File: src/rtl/shift_rows_pipe_if.sv
// Handshake bundle for shift_rows_pipe: upstream valid/ready/data/inv,
// downstream valid/ready/data/inv, buffer occupancy and flush.
interface shift_rows_pipe_if #(
  parameter int NB = 4
) ();
  localparam int W = 32 * NB;

  logic         flush;
  logic         in_valid;
  logic         in_ready;
  logic [W-1:0] in_data;
  logic         in_inv;
  logic         out_valid;
  logic         out_ready;
  logic [W-1:0] out_data;
  logic         out_inv;
  logic [1:0]   count;

  modport master (
    output flush, in_valid, in_data, in_inv, out_ready,
    input  in_ready, out_valid, out_data, out_inv, count
  );

  modport slave (
    input  flush, in_valid, in_data, in_inv, out_ready,
    output in_ready, out_valid, out_data, out_inv, count
  );
endinterface

File: src/rtl/shift_rows_pipe.sv
// Registered Rijndael ShiftRows (forward or inverse per transaction) for
// Nb = 4, 6 or 8, followed by a 2-entry FIFO holding the shifted state and its tag.
module shift_rows_pipe #(
  parameter int NB = 4
) (
  input logic              clk,
  input logic              rst_n,
  shift_rows_pipe_if.slave bus
);
  localparam int W = 32 * NB;

  if (!(NB == 4 || NB == 6 || NB == 8)) begin : g_nb_check
    $error("shift_rows_pipe: NB must be 4, 6 or 8");
  end

  function automatic int row_shift(input int r);
    if (r == 0) return 0;
    if (NB == 8) return (r == 1) ? 1 : ((r == 2) ? 3 : 4);
    return r;
  endfunction

  logic [W-1:0] fwd_data;
  logic [W-1:0] inv_data;
  logic [W-1:0] shifted_data;

  // Pure byte wiring; byte k = 4c + r sits at [W-1-8k -: 8] (byte 0 is the MSB).
  for (genvar c = 0; c < NB; c++) begin : g_col
    for (genvar r = 0; r < 4; r++) begin : g_row
      localparam int FWD_SRC = (c + row_shift(r)) % NB;
      localparam int INV_SRC = (c - row_shift(r) + NB) % NB;
      assign fwd_data[W-1-8*(4*c+r) -: 8] = bus.in_data[W-1-8*(4*FWD_SRC+r) -: 8];
      assign inv_data[W-1-8*(4*c+r) -: 8] = bus.in_data[W-1-8*(4*INV_SRC+r) -: 8];
    end
  end

  assign shifted_data = bus.in_inv ? inv_data : fwd_data;

  logic [W-1:0] mem_data [2];
  logic [1:0]   mem_inv;
  logic         wr_ptr;
  logic         rd_ptr;
  logic [1:0]   count_q;
  logic         accept;
  logic         pop;

  // Ready depends only on local state, so there is no combinational path from out_ready.
  assign bus.in_ready  = (count_q != 2'd2) && !bus.flush;
  assign bus.out_valid = (count_q != 2'd0);
  assign bus.out_data  = mem_data[rd_ptr];
  assign bus.out_inv   = mem_inv[rd_ptr];
  assign bus.count     = count_q;

  assign accept = bus.in_valid && bus.in_ready;
  assign pop    = bus.out_valid && bus.out_ready;

  always_ff @(posedge clk or negedge rst_n) begin
    if (!rst_n) begin
      mem_data[0] <= '0;
      mem_data[1] <= '0;
      mem_inv     <= '0;
      wr_ptr      <= 1'b0;
      rd_ptr      <= 1'b0;
      count_q     <= 2'd0;
    end else if (bus.flush) begin
      wr_ptr  <= 1'b0;
      rd_ptr  <= 1'b0;
      count_q <= 2'd0;
    end else begin
      if (accept) begin
        mem_data[wr_ptr] <= shifted_data;
        mem_inv[wr_ptr]  <= bus.in_inv;
        wr_ptr           <= ~wr_ptr;
      end
      if (pop) begin
        rd_ptr <= ~rd_ptr;
      end
      unique case ({accept, pop})
        2'b10:   count_q <= count_q + 2'd1;
        2'b01:   count_q <= count_q - 2'd1;
        default: count_q <= count_q;
      endcase
    end
  end
endmodule
File: src/flat_wrapper.sv
// flat-port wrapper written by rule: the top's interface ports become plain ports
module shift_rows_pipe_flat 
#(
  parameter int NB = 4
)
  (clk, rst_n, bus_flush, bus_in_valid, bus_in_data, bus_in_inv, bus_out_ready, bus_in_ready, bus_out_valid, bus_out_data, bus_out_inv, bus_count);
  shift_rows_pipe_if #(.NB(NB)) bus_i ();
  input logic clk;
  input logic rst_n;
  input wire logic [$bits(bus_i.flush)-1:0] bus_flush;
  input wire logic [$bits(bus_i.in_valid)-1:0] bus_in_valid;
  input wire logic [$bits(bus_i.in_data)-1:0] bus_in_data;
  input wire logic [$bits(bus_i.in_inv)-1:0] bus_in_inv;
  input wire logic [$bits(bus_i.out_ready)-1:0] bus_out_ready;
  output wire logic [$bits(bus_i.in_ready)-1:0] bus_in_ready;
  output wire logic [$bits(bus_i.out_valid)-1:0] bus_out_valid;
  output wire logic [$bits(bus_i.out_data)-1:0] bus_out_data;
  output wire logic [$bits(bus_i.out_inv)-1:0] bus_out_inv;
  output wire logic [$bits(bus_i.count)-1:0] bus_count;
  assign bus_i.flush = bus_flush;
  assign bus_i.in_valid = bus_in_valid;
  assign bus_i.in_data = bus_in_data;
  assign bus_i.in_inv = bus_in_inv;
  assign bus_i.out_ready = bus_out_ready;
  assign bus_in_ready = bus_i.in_ready;
  assign bus_out_valid = bus_i.out_valid;
  assign bus_out_data = bus_i.out_data;
  assign bus_out_inv = bus_i.out_inv;
  assign bus_count = bus_i.count;
  shift_rows_pipe #(.NB(NB)) u_core (.clk(clk), .rst_n(rst_n), .bus(bus_i));
endmodule
File: config.mk
export PLATFORM = sky130hd
export DESIGN_NAME = shift_rows_pipe_flat
export DESIGN_NICKNAME = d
export VERILOG_FILES = /design/src/rtl/shift_rows_pipe_if.sv /design/src/rtl/shift_rows_pipe.sv /design/src/flat_wrapper.sv
export SDC_FILE = /design/constraint.sdc
export NUM_CORES = 1
export LEC_CHECK = 0
export CELL_PAD_IN_SITES_DETAIL_PLACEMENT = 0
export CELL_PAD_IN_SITES_GLOBAL_PLACEMENT = 1
export CORE_UTILIZATION = 37
export CTS_BUF_LIST = sky130_fd_sc_hd__clkbuf_4
export DETAILED_ROUTE_END_ITERATION = 10
export PLACE_DENSITY_LB_ADDON = 0.1
export SETUP_SLACK_MARGIN = 0.3
export SLEW_MARGIN = 25
export SYNTH_ARGS = -nofsm -noshare
export SYNTH_HDL_FRONTEND = slang
export SYNTH_SLANG_ARGS = --single-unit
File: constraint.sdc
create_clock -name clk -period 2.2 [get_ports clk]
set_input_delay 0.44 -clock clk [delete_from_list [all_inputs] [get_ports clk]]
set_output_delay 0.44 -clock clk [all_outputs]
set_load 0.005 [all_outputs]
# --- Word level (Yosys, flattened, before mapping) ---
# Cells that the tools add are included.
word_totals:
  reg_bits: 262
  inputBits: 134
  elab_cells: 51
classes:
  addsub: 2
  n_lt_le_gt_ge: 6
  n_eq_ne: 3
  mux: 18
  n_bitwise: 5
  reduce_logical: 11
ops:
  columns: ["op", "n"]
  rows:
  - ["two-way mux 128 bit", 4]
  - ["bitwise mux 256 bit", 1]
  - ["demux 128 bit (select 1 bit)", 1]
  - ["two-way mux 120 bit", 1]
  - ["two-way mux 1 bit", 7]
  - ["nonzero test 2 bit", 3]
  - ["logical AND 1 bit", 5]
  - ["greater-or-equal comparator 2 bit (second input constant)", 2]
  - ["< comparator 1 x 2 -> 1 bit (second input constant)", 2]
  - ["NOT 1 -> 2 bit", 2]
  - ["one-hot mux 2 bit (2 select lines)", 1]
  - ["NOT 1 bit", 3]
  - ["nonzero test 3 bit", 1]
  - ["adder 2 x 1 -> 2 bit (second input constant)", 1]
  - ["bitwise mux 2 bit", 1]
  - ["equality test 2 x 1 -> 1 bit (second input constant)", 1]
  - ["equality test 2 bit (second input constant)", 1]
  - ["< comparator 2 x 1 -> 1 bit (second input constant)", 1]
  - ["two-way mux 2 bit", 1]
  - ["inequality test 2 bit (second input constant)", 1]
  - ["AND reduction 2 bit", 1]
  - ["subtractor 2 x 1 -> 2 bit (second input constant)", 1]
  - ["demux 1 bit (select 1 bit)", 1]
  - ["greater-or-equal comparator 1 bit (second input constant)", 1]
  - ["zero test 1 bit", 1]

# --- Logic depth before layout (Yosys ltp) ---
logic_depth:
  depth_word: 6
  ltp_mapped: 5
  depth_no_buf: 3

# --- Least setup slack after synthesis ---
# No wires, ideal clock.
synth_timing:
  path_kind: "input to register"
  startpoint: "in bus_in_inv"
  endpoint: "reg u_core.mem_data[182] (netlist name)"
  setup_time_ns: 0.125
  arrival_time_ns: 1.721
  t_required_ns: 2.075
  path_slack_ns: 0.354
  stages: 4
  n_path_buf: 2
  cell_sequence: "clkbuf_1 > buf_1 > mux2_2 > mux2_2"
synth_via:
  elab_chain_len: 2
synth_rtl:
  columns: ["item", "line_no", "text"]
  rows:
  - ["start: declaration", "flat_wrapper.sv:13", "input wire logic [$bits(bus_i.in_inv)-1:0] bus_in_inv;"]
  - ["two-way mux 120 bit", "shift_rows_pipe.sv:36", "assign shifted_data = bus.in_inv ? inv_data : fwd_data;"]
  - ["bitwise mux 256 bit", "shift_rows_pipe.sv:70", "mem_data[wr_ptr] <= shifted_data;"]
  - ["end signal: indexed assignment", "shift_rows_pipe.sv:70", null]
  - ["end: declaration", "shift_rows_pipe.sv:38", "logic [W-1:0] mem_data [2];"]
# No other way between the ends.
# A chain may end at the register's enable or synchronous reset.

# --- Final worst setup path ---
layout_timing:
  startpoint: "reg u_core.rd_ptr"
  endpoint: "out bus_out_data[107]"
layout_via:
  elab_chain_len: 4
layout_rtl:
  columns: ["item", "line_no", "text"]
  rows:
  - ["start: declaration", "shift_rows_pipe.sv:41", "logic rd_ptr;"]
  - ["start signal: assignment", "shift_rows_pipe.sv:75", "rd_ptr <= ~rd_ptr;"]
  - ["NOT 1 -> 2 bit (implied by the code)", "shift_rows_pipe.sv:49", "assign bus.out_data = mem_data[rd_ptr];"]
  - ["two-way mux 128 bit (implied by the code) (3 in a row)", "shift_rows_pipe.sv:49", null]
  - ["end: declaration", "flat_wrapper.sv:17", "output wire logic [$bits(bus_i.out_data)-1:0] bus_out_data;"]
# No other way between the ends. The select of a mux whose other input is x is not followed.

==> run summary <==
run status = finished with violations
failing checks = setup timing
clk_skew = 0.0446 ns
worst-skew pair later-pin latency = 0.67 ns
CP endpoint kind = primary output
vias in the first global route = 8625
Initial Utilization = 0.379
Layout Cells excl Fill = 1699
GP Congestion = 0.720
Worst R2R End = u_core.mem_data[125]
FFs w/ async S/R, synth = 1.00
FF-to-FF Start = u_core.bus.count[1]
Via Count = 8243
pre-CTS WS = -0.144 ns
DIE AREA = 33300 µm²
Leakage = 8.51 nW
post-route DRC violation count = 0
Worst Path Arrival = 2.10 ns
most frequent cells in the layout = mux2_2, dfrtp_1, mux2_4, clkdlybuf4s50_1, clkbuf_4
synth top area cells = dfrtp_1, mux2_2, buf_6, buf_2, clkbuf_1
Critical Path Fanout Max = 6
count of final hold-check violations = 0
Die Ht = 183 µm
Die Wd = 183 µm
Synth warnings = 0
PnR worst setup slack = -0.344 ns
post-layout util = 0.592
Fill cells = 2525
DP HPWL = 18700 µm
ANT nets after route = 0
pins over their slew limit = 0
Synthesized Nets = 917
Std-Cell Rows = 65
Cell Pwr Density = 861 nW/µm²
Synth Cell Area = 12100 µm²
R2R cell count = 8
maximum root-to-sink buffer count = 3
Clock transition at path regs = 0.06 ns
Post-layout nets = 1350
sequential area share after synthesis = 0.544
Period minus WS final = 2.54 ns
Tot Pwr = 16.2 mW
critical path type = register to primary output
Worst R2R Setup Slack = -0.04 ns
commonest non-fill, non-tap cell in the layout = mux2_2
Tcrit/Tclk final = 1.16
CTS root buffer = clkbuf_4
synthesis-to-finish area growth = 56.2%
post-synth cell types = 23
Yosys reg bits = 262
max-cap viol count = 0
Slew @ Worst Pin = 0.519 ns
DRT Pass-1 Iters = 4
total wire length = 36100 µm
Post-Syn Area per Cell = 15.4 µm²
fraction of layout cells with a size suffix above 1 = 0.671
ys flop type = dfrtp_1
RSZ-0062 raised after global routing = true
setup TNS = -30.52 ns
largest net degree at the start of global routing = 87
Core ar. = 31800 µm²
fmax = 0.393 GHz
Iteration-0 DRC Markers = 274
Worst Hold Class = input pin to async pin
multi-input logic area = 5840 µm²
CTS Buf Count = 74
H-tree Lvls = 3
Buffers on Ports = 266
Peak supply drop = 0.000434 V
Finish-stage setup viols = 147
required time worst endpoint = 1.76 ns
post-synth top area share = 0.544
# IOs = 267
Max-Slew Margin vs Limit = 0.654
Post-Synthesis Cells = 783
post-DR vias/cell = 4.85
Overflow after GRT = 0
Post-synth EDFFs = 0
Routed WL per cell = 21.2 µm
first-pass GRT wire length = 49900 µm
Tot GR Track Use = 0.196
CTS tree = built
initial antenna violation count = 2
leading area contributor after synthesis = dfrtp_1
register area = 6560 µm²
Placed Cells = 1469
CTS sink count = 262
crit start category = register
## per-stage QoR
stage          hold slack [ns]  instance area, µm²
2_1_floorplan            0.144               12100
3_3_place_gp             0.263               15500
3_5_place_dp             0.262               15500
4_1_cts                 0.0930               17400
5_1_grt                 0.0972               18800
6_report                 0.167               18800
## critical path, stage by stage, from the launching register on
cell	delay [ns]
dfrtp_4	0.52
buf_12	0.16
buf_6	0.11
buf_6	0.11
buf_16	0.13
mux2_4	0.30
buf_6	0.12
## what timing repair did
item                                   in CTS  in global routing
pin swaps                                   4                  5
setup endpoints to repair                 177                391
setup buffers                              33                 22
cloned                                     25                 25
hold buffers                                1                  0
endpoints found under the hold margin     262                  0
resized for setup                         637                211
## layer usage
metal / part of all wire / GRT usage
met1: 0.42 / 0.244
met2: 0.49 / 0.318
met3: 0.067 / 0.0684
met4: 0.020 / 0.0629
met5: 0 / 0
## final cells by class
class	instances	area share
diodes	2	0.000266
multi-input cells	473	0.310
repair buffers	404	0.264
clock inverters	11	0.00438
well taps	435	0.0289
flip-flops and latches	262	0.348
clock buffers	111	0.0442
inverters	1	0.000199
## synthesized netlist by cell type (2+ instances only)
master,count
buf_2,14
nor2_1,3
dfrtp_1,262
mux2_2,451
a21oi_1,2
o21ai_0,3
buf_1,5
buf_6,12
clkbuf_1,17
## state kept, by name, indices dropped and copies added, names as in the netlist
signal and cells:
u_core.wr_ptr 1, u_core.rd_ptr 1, u_core.mem_inv 2, u_core.bus.count 2, u_core.mem_data 256
## where the power goes
group | internal (mW) | switching [mW]
combinational | 3.44 | 1.65
clock | 2.41 | 2.06
sequential | 6.05 | 0.604
## cell families after synthesis
kind of cell / after synthesis / synth area share
AO/OA/AOI/OAI: 7 / 0.00332
XOR/XNOR: 1 / 0.000726
buffers and inverters: 50 / 0.0248
flip-flops: 262 / 0.544
multiplexers: 451 / 0.421
AND/OR/NAND/NOR: 12 / 0.00633
## how the worst max path moves through the flow
stage | startpoint | endpoint | slack [ns] | cells past startpoint
after global routing | u_core.rd_ptr | bus_out_data[107] | -0.45 | 6
after global placement | bus_in_valid | u_core.mem_data[242] | -0.17 | 6
final | u_core.rd_ptr | bus_out_data[107] | -0.34 | 6
after CTS | u_core.rd_ptr | bus_out_data[107] | -0.39 | 6
after detailed placement | bus_in_valid | u_core.mem_data[179] | -0.14 | 6
after floorplan | bus_in_inv | u_core.mem_data[182] | 0.35 | 4
Note: power is estimated with default switching activity, not from simulation.
